**config.mk**
```make
export PLATFORM = sky130hd
export DESIGN_NAME = vga_sync_pixel_gen_flat
export DESIGN_NICKNAME = d
export VERILOG_FILES = /design/src/rtl/vga_sync_pixel_gen_if.sv /design/src/rtl/vga_sync_pixel_gen.sv /design/src/flat_wrapper.sv
export SDC_FILE = /design/constraint.sdc
export NUM_CORES = 1
export LEC_CHECK = 0
export BUFFER_PORTS_ARGS = -buffer_cell sky130_fd_sc_hd__buf_2
export CORE_UTILIZATION = 49
export DETAILED_ROUTE_END_ITERATION = 10
export PLACE_DENSITY = 0.76
export RECOVER_POWER = 100
export SLEW_MARGIN = 40
export SYNTH_ARGS = -nofsm -noshare
export SYNTH_HDL_FRONTEND = slang
export SYNTH_SLANG_ARGS = --single-unit
```
**constraint.sdc**
```tcl
create_clock -name CLK -period 1.6 [get_ports CLK]
set_clock_uncertainty 0.1 [all_clocks]
set_input_delay 0.24 -clock CLK [delete_from_list [all_inputs] [get_ports CLK]]
set_output_delay 0.24 -clock CLK [all_outputs]
set_load 0.005 [all_outputs]
```
**src/rtl/vga_sync_pixel_gen_if.sv**
```systemverilog
// ---------------------------------------------------------------------------
// vga_sync_pixel_gen_if
// Bundles the framebuffer read port and the VGA output signals of
// vga_sync_pixel_gen.
//   master : the timing generator (drives VGA_ADDR and the video outputs)
//   slave  : the surroundings (drive Pix_En, Config_Colors and DATA)
// Signals:
//   Pix_En         pixel beat enable
//   Config_Colors  {background, foreground} colour words
//   DATA           framebuffer read data (1 = foreground)
//   VGA_ADDR       framebuffer read address {v_addr, h_addr}
//   HS, VS         sync outputs
//   ColorOut       pixel colour
//   Blank          high outside the visible area
//   Frame_Start    one-clock pulse with output pixel (0,0)
// ---------------------------------------------------------------------------
interface vga_sync_pixel_gen_if #(
   parameter int COLOR_W  = 8,
   parameter int ADDR_H_W = 8,
   parameter int ADDR_V_W = 7
);
   logic                         Pix_En;
   logic [2*COLOR_W-1:0]         Config_Colors;
   logic                         DATA;
   logic [ADDR_V_W+ADDR_H_W-1:0] VGA_ADDR;
   logic                         HS;
   logic                         VS;
   logic [COLOR_W-1:0]           ColorOut;
   logic                         Blank;
   logic                         Frame_Start;

   modport master (
      input  Pix_En, Config_Colors, DATA,
      output VGA_ADDR, HS, VS, ColorOut, Blank, Frame_Start
   );

   modport slave (
      output Pix_En, Config_Colors, DATA,
      input  VGA_ADDR, HS, VS, ColorOut, Blank, Frame_Start
   );
endinterface

```
**src/rtl/vga_sync_pixel_gen.sv**
```systemverilog
// ---------------------------------------------------------------------------
// vga_sync_pixel_gen
// Parametrised VGA timing and pixel generator. Scans the frame with H/V
// counters, issues framebuffer read addresses (stage A), delays the
// per-pixel flags by the RAM read latency and forms the registered video
// outputs from the returned DATA bit (stage B).
// Ports:
//   CLK      system clock, everything on the rising edge
//   Reset_N  asynchronous active-low reset
//   vga      vga_sync_pixel_gen_if.master (Pix_En, Config_Colors, DATA in;
//            VGA_ADDR, HS, VS, ColorOut, Blank, Frame_Start out)
// ---------------------------------------------------------------------------
module vga_sync_pixel_gen #(
   parameter int COLOR_W     = 8,
   parameter int H_ACTIVE    = 640,
   parameter int H_FP        = 16,
   parameter int H_SYNC      = 96,
   parameter int H_BP        = 48,
   parameter int V_ACTIVE    = 480,
   parameter int V_FP        = 10,
   parameter int V_SYNC      = 2,
   parameter int V_BP        = 29,
   parameter bit HS_POL      = 1'b0,
   parameter bit VS_POL      = 1'b0,
   parameter int SCALE_SHIFT = 2,
   parameter int ADDR_H_W    = 8,
   parameter int ADDR_V_W    = 7,
   parameter int RD_LAT      = 1
) (
   input logic                  CLK,
   input logic                  Reset_N,
   vga_sync_pixel_gen_if.master vga
);
   localparam int H_TOTAL  = H_ACTIVE + H_FP + H_SYNC + H_BP;
   localparam int V_TOTAL  = V_ACTIVE + V_FP + V_SYNC + V_BP;
   localparam int HC_W     = $clog2(H_TOTAL);
   localparam int VC_W     = $clog2(V_TOTAL);
   localparam int HS_START = H_ACTIVE + H_FP;
   localparam int HS_END   = H_ACTIVE + H_FP + H_SYNC;
   localparam int VS_START = V_ACTIVE + V_FP;
   localparam int VS_END   = V_ACTIVE + V_FP + V_SYNC;
   localparam int ADDR_W   = ADDR_V_W + ADDR_H_W;

   // Flag bit positions inside one delay-line word
   localparam int F_VIS = 0;
   localparam int F_HS  = 1;
   localparam int F_VS  = 2;
   localparam int F_ORG = 3;

   logic [HC_W-1:0]    r_h_count;
   logic [VC_W-1:0]    r_v_count;
   logic [ADDR_W-1:0]  r_addr;
   logic [3:0]         r_dl [RD_LAT];
   logic               r_hs;
   logic               r_vs;
   logic [COLOR_W-1:0] r_color;
   logic               r_blank;
   logic               r_fs;

   logic               w_h_last;
   logic               w_v_last;
   logic               w_visible;
   logic [3:0]         w_flags;
   logic [3:0]         w_tail;
   logic [ADDR_W-1:0]  w_addr;

   assign w_h_last  = (int'(r_h_count) == H_TOTAL - 1);
   assign w_v_last  = (int'(r_v_count) == V_TOTAL - 1);
   assign w_visible = (int'(r_h_count) < H_ACTIVE) && (int'(r_v_count) < V_ACTIVE);

   assign w_flags[F_VIS] = w_visible;
   assign w_flags[F_HS]  = (int'(r_h_count) >= HS_START) && (int'(r_h_count) < HS_END);
   assign w_flags[F_VS]  = (int'(r_v_count) >= VS_START) && (int'(r_v_count) < VS_END);
   assign w_flags[F_ORG] = (r_h_count == '0) && (r_v_count == '0);

   // Decimated coordinates, truncated (or zero-extended) to the address fields
   assign w_addr = w_visible ? {ADDR_V_W'(r_v_count >> SCALE_SHIFT),
                                ADDR_H_W'(r_h_count >> SCALE_SHIFT)} : '0;

   assign w_tail = r_dl[RD_LAT-1];

   // Raster counters: V advances on the beat where H wraps
   always_ff @(posedge CLK or negedge Reset_N) begin
      if (!Reset_N) begin
         r_h_count <= '0;
         r_v_count <= '0;
      end else if (vga.Pix_En) begin
         if (w_h_last) begin
            r_h_count <= '0;
            r_v_count <= w_v_last ? '0 : r_v_count + 1'b1;
         end else begin
            r_h_count <= r_h_count + 1'b1;
         end
      end
   end

   // Stage A: read address plus a flag delay line matching the RAM latency,
   // so the tail flags describe the pixel whose DATA is arriving now.
   always_ff @(posedge CLK or negedge Reset_N) begin
      if (!Reset_N) begin
         r_addr <= '0;
         for (int i = 0; i < RD_LAT; i++) r_dl[i] <= '0;
      end else if (vga.Pix_En) begin
         r_addr  <= w_addr;
         r_dl[0] <= w_flags;
         for (int i = 1; i < RD_LAT; i++) r_dl[i] <= r_dl[i-1];
      end
   end

   // Stage B: registered video outputs. Frame_Start drops on the next clock
   // even without a beat so the pulse is one CLK wide at any beat rate.
   always_ff @(posedge CLK or negedge Reset_N) begin
      if (!Reset_N) begin
         r_hs    <= ~HS_POL;
         r_vs    <= ~VS_POL;
         r_color <= '0;
         r_blank <= 1'b1;
         r_fs    <= 1'b0;
      end else if (vga.Pix_En) begin
         r_hs    <= w_tail[F_HS] ? HS_POL : ~HS_POL;
         r_vs    <= w_tail[F_VS] ? VS_POL : ~VS_POL;
         r_blank <= ~w_tail[F_VIS];
         r_fs    <= w_tail[F_ORG];
         if (w_tail[F_VIS])
            r_color <= vga.DATA ? vga.Config_Colors[COLOR_W-1:0]
                                : vga.Config_Colors[2*COLOR_W-1:COLOR_W];
         else
            r_color <= '0;
      end else begin
         r_fs <= 1'b0;
      end
   end

   assign vga.VGA_ADDR    = r_addr;
   assign vga.HS          = r_hs;
   assign vga.VS          = r_vs;
   assign vga.ColorOut    = r_color;
   assign vga.Blank       = r_blank;
   assign vga.Frame_Start = r_fs;
endmodule

```
**src/flat_wrapper.sv**
```systemverilog
// flat-port wrapper written by rule: the top's interface ports become plain ports
module vga_sync_pixel_gen_flat 
#(
   parameter int COLOR_W     = 8,
   parameter int H_ACTIVE    = 640,
   parameter int H_FP        = 16,
   parameter int H_SYNC      = 96,
   parameter int H_BP        = 48,
   parameter int V_ACTIVE    = 480,
   parameter int V_FP        = 10,
   parameter int V_SYNC      = 2,
   parameter int V_BP        = 29,
   parameter bit HS_POL      = 1'b0,
   parameter bit VS_POL      = 1'b0,
   parameter int SCALE_SHIFT = 2,
   parameter int ADDR_H_W    = 8,
   parameter int ADDR_V_W    = 7,
   parameter int RD_LAT      = 1
)
  (CLK, Reset_N, vga_Pix_En, vga_Config_Colors, vga_DATA, vga_VGA_ADDR, vga_HS, vga_VS, vga_ColorOut, vga_Blank, vga_Frame_Start);
  vga_sync_pixel_gen_if #(.COLOR_W(COLOR_W), .ADDR_H_W(ADDR_H_W), .ADDR_V_W(ADDR_V_W)) vga_i ();
  input logic CLK;
  input logic Reset_N;
  input wire logic [$bits(vga_i.Pix_En)-1:0] vga_Pix_En;
  input wire logic [$bits(vga_i.Config_Colors)-1:0] vga_Config_Colors;
  input wire logic [$bits(vga_i.DATA)-1:0] vga_DATA;
  output wire logic [$bits(vga_i.VGA_ADDR)-1:0] vga_VGA_ADDR;
  output wire logic [$bits(vga_i.HS)-1:0] vga_HS;
  output wire logic [$bits(vga_i.VS)-1:0] vga_VS;
  output wire logic [$bits(vga_i.ColorOut)-1:0] vga_ColorOut;
  output wire logic [$bits(vga_i.Blank)-1:0] vga_Blank;
  output wire logic [$bits(vga_i.Frame_Start)-1:0] vga_Frame_Start;
  assign vga_i.Pix_En = vga_Pix_En;
  assign vga_i.Config_Colors = vga_Config_Colors;
  assign vga_i.DATA = vga_DATA;
  assign vga_VGA_ADDR = vga_i.VGA_ADDR;
  assign vga_HS = vga_i.HS;
  assign vga_VS = vga_i.VS;
  assign vga_ColorOut = vga_i.ColorOut;
  assign vga_Blank = vga_i.Blank;
  assign vga_Frame_Start = vga_i.Frame_Start;
  vga_sync_pixel_gen #(.COLOR_W(COLOR_W), .H_ACTIVE(H_ACTIVE), .H_FP(H_FP), .H_SYNC(H_SYNC), .H_BP(H_BP), .V_ACTIVE(V_ACTIVE), .V_FP(V_FP), .V_SYNC(V_SYNC), .V_BP(V_BP), .HS_POL(HS_POL), .VS_POL(VS_POL), .SCALE_SHIFT(SCALE_SHIFT), .ADDR_H_W(ADDR_H_W), .ADDR_V_W(ADDR_V_W), .RD_LAT(RD_LAT)) u_core (.CLK(CLK), .Reset_N(Reset_N), .vga(vga_i));
endmodule
```
After elaboration in Yosys (flattened, before gate mapping)

Index checks and enable logic that the tools add are counted.

Flip-flop bits (word level): 51
Input port bits: 20
Logic and storage cells: 35

Add/subtract/negate cells: 2
$lt $le $gt $ge: 6
Equality and inequality tests: 2
Multiplexer cells: 8
Bitwise logic cells: 1
Reduce and logical (&&, ||, !) cells: 7

Operators by type and width:

| operator              | number |
|---|---|
| $add 10x1->10 const B | 2 |
| $logic_not 10->1      | 2 |
| $lt 10x10->1 const B  | 2 |
| $lt 10x9->1 const B   | 2 |
| $mux 10               | 2 |
| $mux 8                | 2 |
| $mux 15               | 1 |
| $eq 10x10->1 const B  | 1 |
| $eq 10x9->1 const B   | 1 |
| $ge 10x10->1 const B  | 1 |
| $ge 10x9->1 const B   | 1 |
| $logic_and 1x1->1     | 4 |
| $mux 1                | 3 |
| $reduce_and 2->1      | 1 |
| $not 1->1             | 1 |

Logic depth before layout (Yosys ltp)

Gate-level depths: netlist (run 1).

Depth in word-level cells: 3
Depth in mapped cells: 6

Worst setup path before layout (run 1)

No wires, ideal clock.

Kind: reg-to-reg
Start point: register u_core.r_h_count[0]
End point: register u_core.r_v_count[2]
Data arrival time: 1.430 ns
Slack: -0.055 ns
Cell stages (with the launch flop): 7
Path through: dfrtp_1 > ha_1 > and3_1 > and3_1 > buf_4 > nand2_2 > mux2_4

Cells in the longest elaborated chain, start to end: 2

Ends and longest elaborated chain:

| item                              | line                     | text |
|---|---|---|
| start: declaration                | vga_sync_pixel_gen.sv:50 | `logic [HC_W-1:0] r_h_count;` |
| start signal: assignment          | vga_sync_pixel_gen.sv:92 | `r_h_count <= r_h_count + 1'b1;` |
| $eq 10x9->1                       | vga_sync_pixel_gen.sv:67 | `assign w_h_last = (int'(r_h_count) == H_TOTAL - 1);` |
| $reduce_and 2->1 (no source line) | n/a                      |  |
| end signal: assignment            | vga_sync_pixel_gen.sv:90 | `r_v_count <= w_v_last ? '0 : r_v_count + 1'b1;` |
| end: declaration                  | vga_sync_pixel_gen.sv:51 | `logic [VC_W-1:0] r_v_count;` |

Every way passes these cells.
A chain may end at the register's enable or synchronous reset.

Final worst setup path (run 1)

Start point: register u_core.r_v_count[1]
End point: register u_core.r_v_count[2]

Cells in the longest elaborated chain, start to end: 2
Elaborated cells on any way between the ends: 3
Those cells by class: add/sub: 1; eq/ne: 1; mux: 1

Ends and longest elaborated chain:

| item                                          | line |
|---|---|
| $add 10x1->10 or $eq 10x10->1 (tied branches) | vga_sync_pixel_gen.sv:90, vga_sync_pixel_gen.sv:68 |
| $mux 10 *                                     | vga_sync_pixel_gen.sv:90 |

Mark *: on every way between the ends. The rest lies on a longest branch, timed or not.

==> reports/metrics.csv, run 1 <==
metric,value,unit
rr_worst_depth,6,
first_pass_iters,7,
synth_edf_count,0,
initial_utilization,0.522,
seq_power_share,0.540,
yosysTopAreaCell,dfrtp_1,
synth.most_common_cell,dfrtp_1,
yosysWarnings,0,
combPwrFrac,0.183,
critPathMaxFanout,4,
tightest_slew,674,ps
grt_pass1_wl,8.03,mm
synth_top_flop_cell,dfrtp_1,
worst_slack,52.1,ps
clock.fmax,0.646,GHz
antenna_found_initial,0,
synth_top_area_share,0.518,
reg2reg_slack,50,ps
syn_inst,204,
synth_cell_types,41,
num_vias,1871,
leakage,1.44,nW
dp_slack,-17.1,ps
portBuffers,46,
io-pin-count,47,
peakVddDrop,0.444,mV
drtIter0Drc,167,
layout.nets,295,
power-per-cell-area,898,nW/um^2
fillers,374,
failed_checks,DRC,
clkTransAtPathRegs,90,ps
r2r-start,u_core.r_v_count[1]$_DFFE_PN0P_,
wl_per_cell,15.0,um
switchingPower,0.000705,W
cp_slowest_cell,dfrtp_1,
via_per_inst,5.77,
area_delta_synth_final,23.9,%
n_antenna_cell,0,
die_area,5010,sq um
ys_ff_latch,51,
slew_headroom,0.551,
clock-root-buffer,clkbuf_8,
start_kind,flip-flop,
overflow,0,
synth_common_cells,"48 x dfrtp_1, 14 x a22o_1, 14 x nand2_1, 10 x mux2i_1, 10 x o21ai_0",
drv_slew,0,
p_int,0.00187,W
worstPathArrival,1640,ps
dp_hpwl,3.37,mm
seq_area_frac_synth,0.552,
async_flop_share,1.00,
ant_nets,0,
required,1690,ps
clkPwrFrac,0.277,
yosys-top-cells-area,"dfrtp_1 52%, a22o_1 5.3%, mux2i_1 4.3%",
clockBufferDepth,2,
setup_viol_count_final,0,
avgSynthCellArea,11.4,sq um
clock-sinks,51,
p_sw_frac,0.273,
netlist_area,2320,sq um
fp.coreArea,4440,sq um
crit_path_end_kind,flip-flop,
num_rows,24,
critPathMaxStageDelay,420,ps
post-route-period-util,0.967,
hold_path_depth,3,
grt_pass1_vias,1719,
place.gp.congestion,0.891,
status,finished with violations,
drc,14,
crit_chain,inv_1 -> ha_1 -> nor2b_4 -> and4_1 -> nor2_1 -> mux2_4,
cts-buffers-inserted,5,
min_period,1550,ps
hold_viol,0,
worstSkewPairLatency,300,ps
synth_nets,228,
hp-class,input pin to flip-flop,
cts_tree,done,
htreeDepth,2,
min_from,vga_Config_Colors[8],
worstSetupPathType,flip-flop to flip-flop,
rr_endpoint,u_core.r_v_count[2]$_DFFE_PN0P_,
register_area,1280,sq um
hold_path_end,u_core.vga.ColorOut[0]$_DFFE_PN0P_,
dp_cells,314,
track_usage,0.208,
grt_max_degree,52,
wl,4.86,mm
fin_cells,324,
die_y,70.8,um
die_w,70.8,um
multiInputGateArea,1000,sq um
layout-drive-gt1-share,0.316,
cap_viol_max_count,0,
rsz0062_at_grt,true,
-- critical path, delay by kind of cell (launching register included) --
| family | cells | cell delay, ps |
|---|---|---|
| AND/OR/NAND/NOR | 3 | 410 |
| buffers and inverters | 1 | 90 |
| adder cells (fa/ha/maj) | 1 | 150 |
| multiplexers | 1 | 270 |
| flip-flops | 1 | 420 |
-- cell families (layout without fill, tap and decap cells) --
logic type / count (synthesis) / after routing / share of synthesized area
AO/OA/AOI/OAI: 44 / 44 / 0.149
flip-flops: 51 / 51 / 0.552
buffers and inverters: 21 / 89 / 0.0415
XOR/XNOR: 10 / 10 / 0.0378
multiplexers: 11 / 11 / 0.0496
AND/OR/NAND/NOR: 63 / 63 / 0.148
adder cells (fa/ha/maj): 4 / 4 / 0.0216
-- routing by layer --
layer,vias to the layer above,share of wire,global-route usage
met4,0,0.012,0.0667
met3,8,0.074,0.0627
met1,916,0.46,0.299
met5,-,0,0
met2,65,0.45,0.303
li1,882,-,-
-- cell usage in the layout (no fill, tap or decap), drive strengths merged, types with 3 or more instances in the layout --
| cell type | instances |
|---|---|
| clkbuf | 27 |
| o21ai | 10 |
| xnor2 | 5 |
| a21o | 3 |
| inv | 6 |
| nor3 | 6 |
| dfstp | 3 |
| o2bb2ai | 9 |
| buf | 53 |
| and3 | 5 |
| dfrtp | 48 |
| ha | 4 |
| nor2 | 8 |
| xor2 | 5 |
| nand3 | 8 |
| nand4 | 9 |
| mux2i | 10 |
| nand2 | 15 |
| a22o | 14 |
-- per-stage QoR --
stage | instance area, sq um | total power, W | hold slack, ps | utilization | TNS, ps
after floorplan | 2340 | 0.00172 | -156 | - | -12.0
after global placement | 2760 | 0.00188 | 152 | 0.622 | 0
after detailed placement | 2760 | 0.00189 | 157 | 0.622 | -17.1
after CTS | 2870 | 0.00261 | 79.5 | 0.645 | 0
after global routing | 2870 | 0.00273 | 117 | 0.646 | -34.9
final | 2870 | 0.00258 | 119 | 0.646 | 0
-- state kept, by name, indices dropped and copies added (netlist names) --
name                    count
u_core.vga.HS               1
u_core.vga.VS               1
u_core.r_h_count           10
u_core.vga.ColorOut         8
u_core.vga.VGA_ADDR        15
u_core.r_v_count           10
u_core.vga.Blank            1
u_core.r_dl                 4
u_core.vga.Frame_Start      1
-- worst max-delay path by stage --
stage | start | end | slack [ps]
after CTS | u_core.r_v_count[0]$_DFFE_PN0P_ | u_core.r_v_count[2]$_DFFE_PN0P_ | 0.6
after floorplan | u_core.r_h_count[6]$_DFFE_PN0P_ | u_core.r_v_count[2]$_DFFE_PN0P_ | -10
final | u_core.r_v_count[1]$_DFFE_PN0P_ | u_core.r_v_count[2]$_DFFE_PN0P_ | 50
after global placement | u_core.r_h_count[1]$_DFFE_PN0P_ | u_core.r_v_count[2]$_DFFE_PN0P_ | 40
after detailed placement | u_core.r_h_count[7]$_DFFE_PN0P_ | u_core.r_v_count[2]$_DFFE_PN0P_ | -20
after global routing | u_core.r_v_count[0]$_DFFE_PN0P_ | u_core.r_v_count[2]$_DFFE_PN0P_ | -10
-- final cells by class --
class	instances	share of cell area
multi-input cells	132	0.350
inverters	6	0.00784
well taps	52	0.0227
repair buffers	75	0.143
clock buffers	6	0.0253
flip-flops and latches	51	0.447
clock inverters	2	0.00436
-- power by group through the flow --
stage	Clock [W]	Sequential (W)	Combinational, W
2_1_floorplan	0	0.00141	0.000311
3_3_place_gp	0	0.00142	0.000463
3_5_place_dp	0	0.00142	0.000467
4_1_cts	0.000739	0.00140	0.000473
5_1_grt	0.000805	0.00140	0.000527
6_report	0.000715	0.00139	0.000471
-- repair_timing --
| action | 4_1_cts | 5_1_grt |
|---|---|---|
| endpoints found under the hold margin | 48 | 0 |
| pin swaps | 0 | 1 |
| endpoints found under the setup margin | 1 | 10 |
| setup buffers | 0 | 1 |
| hold buffers | 1 | 0 |
| resized for setup | 2 | 14 |
Power figures use the tool's default switching activity.
==> run 2: changes to the inputs <==
--- a/config.mk
+++ b/config.mk
@@ -6,6 +6,7 @@
 export NUM_CORES = 1
 export LEC_CHECK = 0
 export BUFFER_PORTS_ARGS = -buffer_cell sky130_fd_sc_hd__buf_2
+export CORE_ASPECT_RATIO = 1.5
 export CORE_UTILIZATION = 49
 export DETAILED_ROUTE_END_ITERATION = 10
 export PLACE_DENSITY = 0.76
==> run 2 against run 1 <==
  * Clock-buffer cell count stayed put
  * Cell area is 0.57% lower
  * Utilization is 1.7 points lower
  * Combinational power is 1% lower
  * Register-to-register slack worse by 20 ps
  * Hold slack worse by 7.1 ps
  * Critical path depth is 1 lower
  * Die area is 0.12% higher
  * First-iteration DRC count is 50% lower
  * Non-clock buffer count is 2 lower
  * Fmax is 1.5% lower
  * The flow now finishes without violations
==> reports/metrics.csv, run 2 (synthesis results as in run 1) <==
metric,value,unit
hp-class,input pin to flip-flop,
tightest_slew,658,ps
drv_slew,0,
clock-root-buffer,clkbuf_8,
worstSetupPathType,flip-flop to flip-flop,
peakVddDrop,0.479,mV
fp.coreArea,4540,sq um
min_from,vga_Config_Colors[15],
antenna_found_initial,0,
post-route-period-util,0.982,
final_common_cell,dfrtp_1,
dp_cells,325,
die_w,58.2,um
wl_per_cell,14.7,um
area_delta_synth_final,23.2,%
htreeDepth,2,
required,1700,ps
slew_headroom,0.561,
dp_hpwl,3.55,mm
finalPower,0.00265,W
n_antenna_cell,0,
initial_utilization,0.510,
fin_setup_tns,0,ps
drc,0,
wl,4.90,mm
worstPathArrival,1670,ps
cts_setup_buffers,0,
clock.fmax,0.637,GHz
ant_nets,0,
grt_pass1_vias,1729,
num_rows,30,
cts_tree,done,
worstSkewPairLatency,300,ps
grt_pass1_wl,7.85,mm
die_area,5020,sq um
first_pass_iters,4,
portBuffers,46,
clockBufferDepth,2,
power-per-cell-area,927,nW/um^2
startpoint,u_core.r_h_count[1]$_DFFE_PN0P_,
largest_register_ffs,15,
reg2reg_slack,30,ps
via_per_inst,5.49,
setup_viol_count_final,0,
cts-buffers-inserted,5,
fin_util,0.629,
critPathMaxFanout,5,
drtIter0Drc,83,
fin_cells,334,
overflow,0,
io-pin-count,47,
hold_path_depth,3,
die_y,86.2,um
clock-sinks,51,
leakage,1.42,nW
start_kind,flip-flop,
layout-drive-gt1-share,0.281,
crit_path_end_kind,flip-flop,
r2r-start,u_core.r_h_count[1]$_DFFE_PN0P_,
cap_viol_max_count,0,
rr_worst_depth,5,
layout.nets,293,
track_usage,0.206,
num_vias,1835,
grt_max_degree,52,
clkTransAtPathRegs,90,ps
hold_viol,0,
rsz0062_at_grt,true,
status,"complete, no violations",
final_cell_mix,"48 x dfrtp_1, 32 x buf_2, 18 x clkbuf_1",
place.gp.congestion,0.858,
min_period,1570,ps
==> run 2: cell count changes in the layout (fill, tap and decap cells not counted), moves of 2 or more <==
cell / previous run / this run
buf_2: 34 / 32
buf_4: 19 / 17
clkbuf_1: 16 / 18
clkbuf_2: 5 / 3
dfrtp_1: 46 / 48
dfrtp_2: 2 / 0
==> run 2: repair_timing <==
| action | in CTS | in global routing |
|---|---|---|
| endpoints found under the hold margin | 48 | 0 |
| pin swaps | 0 | 1 |
| gates resized for setup | 1 | 7 |
| setup endpoints to repair | 1 | 8 |
| hold buffers | 1 | 0 |
==> run 2: worst paths after layout <==
path | end
min in group asynchronous | u_core.vga.VGA_ADDR[4]$_DFFE_PN0P_
min | u_core.vga.ColorOut[7]$_DFFE_PN0P_
max in group asynchronous | u_core.r_v_count[2]$_DFFE_PN0P_
max reg2reg | u_core.r_v_count[5]$_DFFE_PN0P_
min reg2reg | u_core.vga.VS$_DFFE_PN1P_
max | u_core.r_v_count[5]$_DFFE_PN0P_
==> run 2: metal layers <==
layer,vias to the layer above,GRT usage,wire (um)
met2,52,0.380,2590
met5,-,0,0
met4,0,0.0714,64
li1,880,-,-
met1,897,0.231,2090
met3,6,0.0388,164
==> run 2: worst max-delay path: stages, from the launching register on <==
cell and delay (ps):
dfrtp_1 370, ha_2 200, and3_4 200, and3_2 240, nand2_1 120, o31ai_1 240
==> run 2: final cells by class <==
type | count | area (sq um)
repair buffers | 73 | 395
inverters | 6 | 22.5
flip-flops and latches | 51 | 1280
well taps | 64 | 80.1
fillers | 387 | 1690
clock buffers | 6 | 82.6
multi-input cells | 132 | 978
clock inverters | 2 | 16.3
==> run 2: power breakdown <==
| part | internal, W | switching [W] |
|---|---|---|
| Sequential | 0.00136 | 0.0000437 |
| Clock | 0.000353 | 0.000426 |
| Combinational | 0.000203 | 0.000261 |
==> run 2: per-stage QoR <==
stage	hold WS [ps]	worst slack, ps	instance area (sq um)
finish	112	29.2	2860
global route	123	-33.2	2860
CTS	117	25.7	2880
detailed placement	146	24.5	2770
global placement	144	89.8	2770
floorplan	-156	-12.0	2340
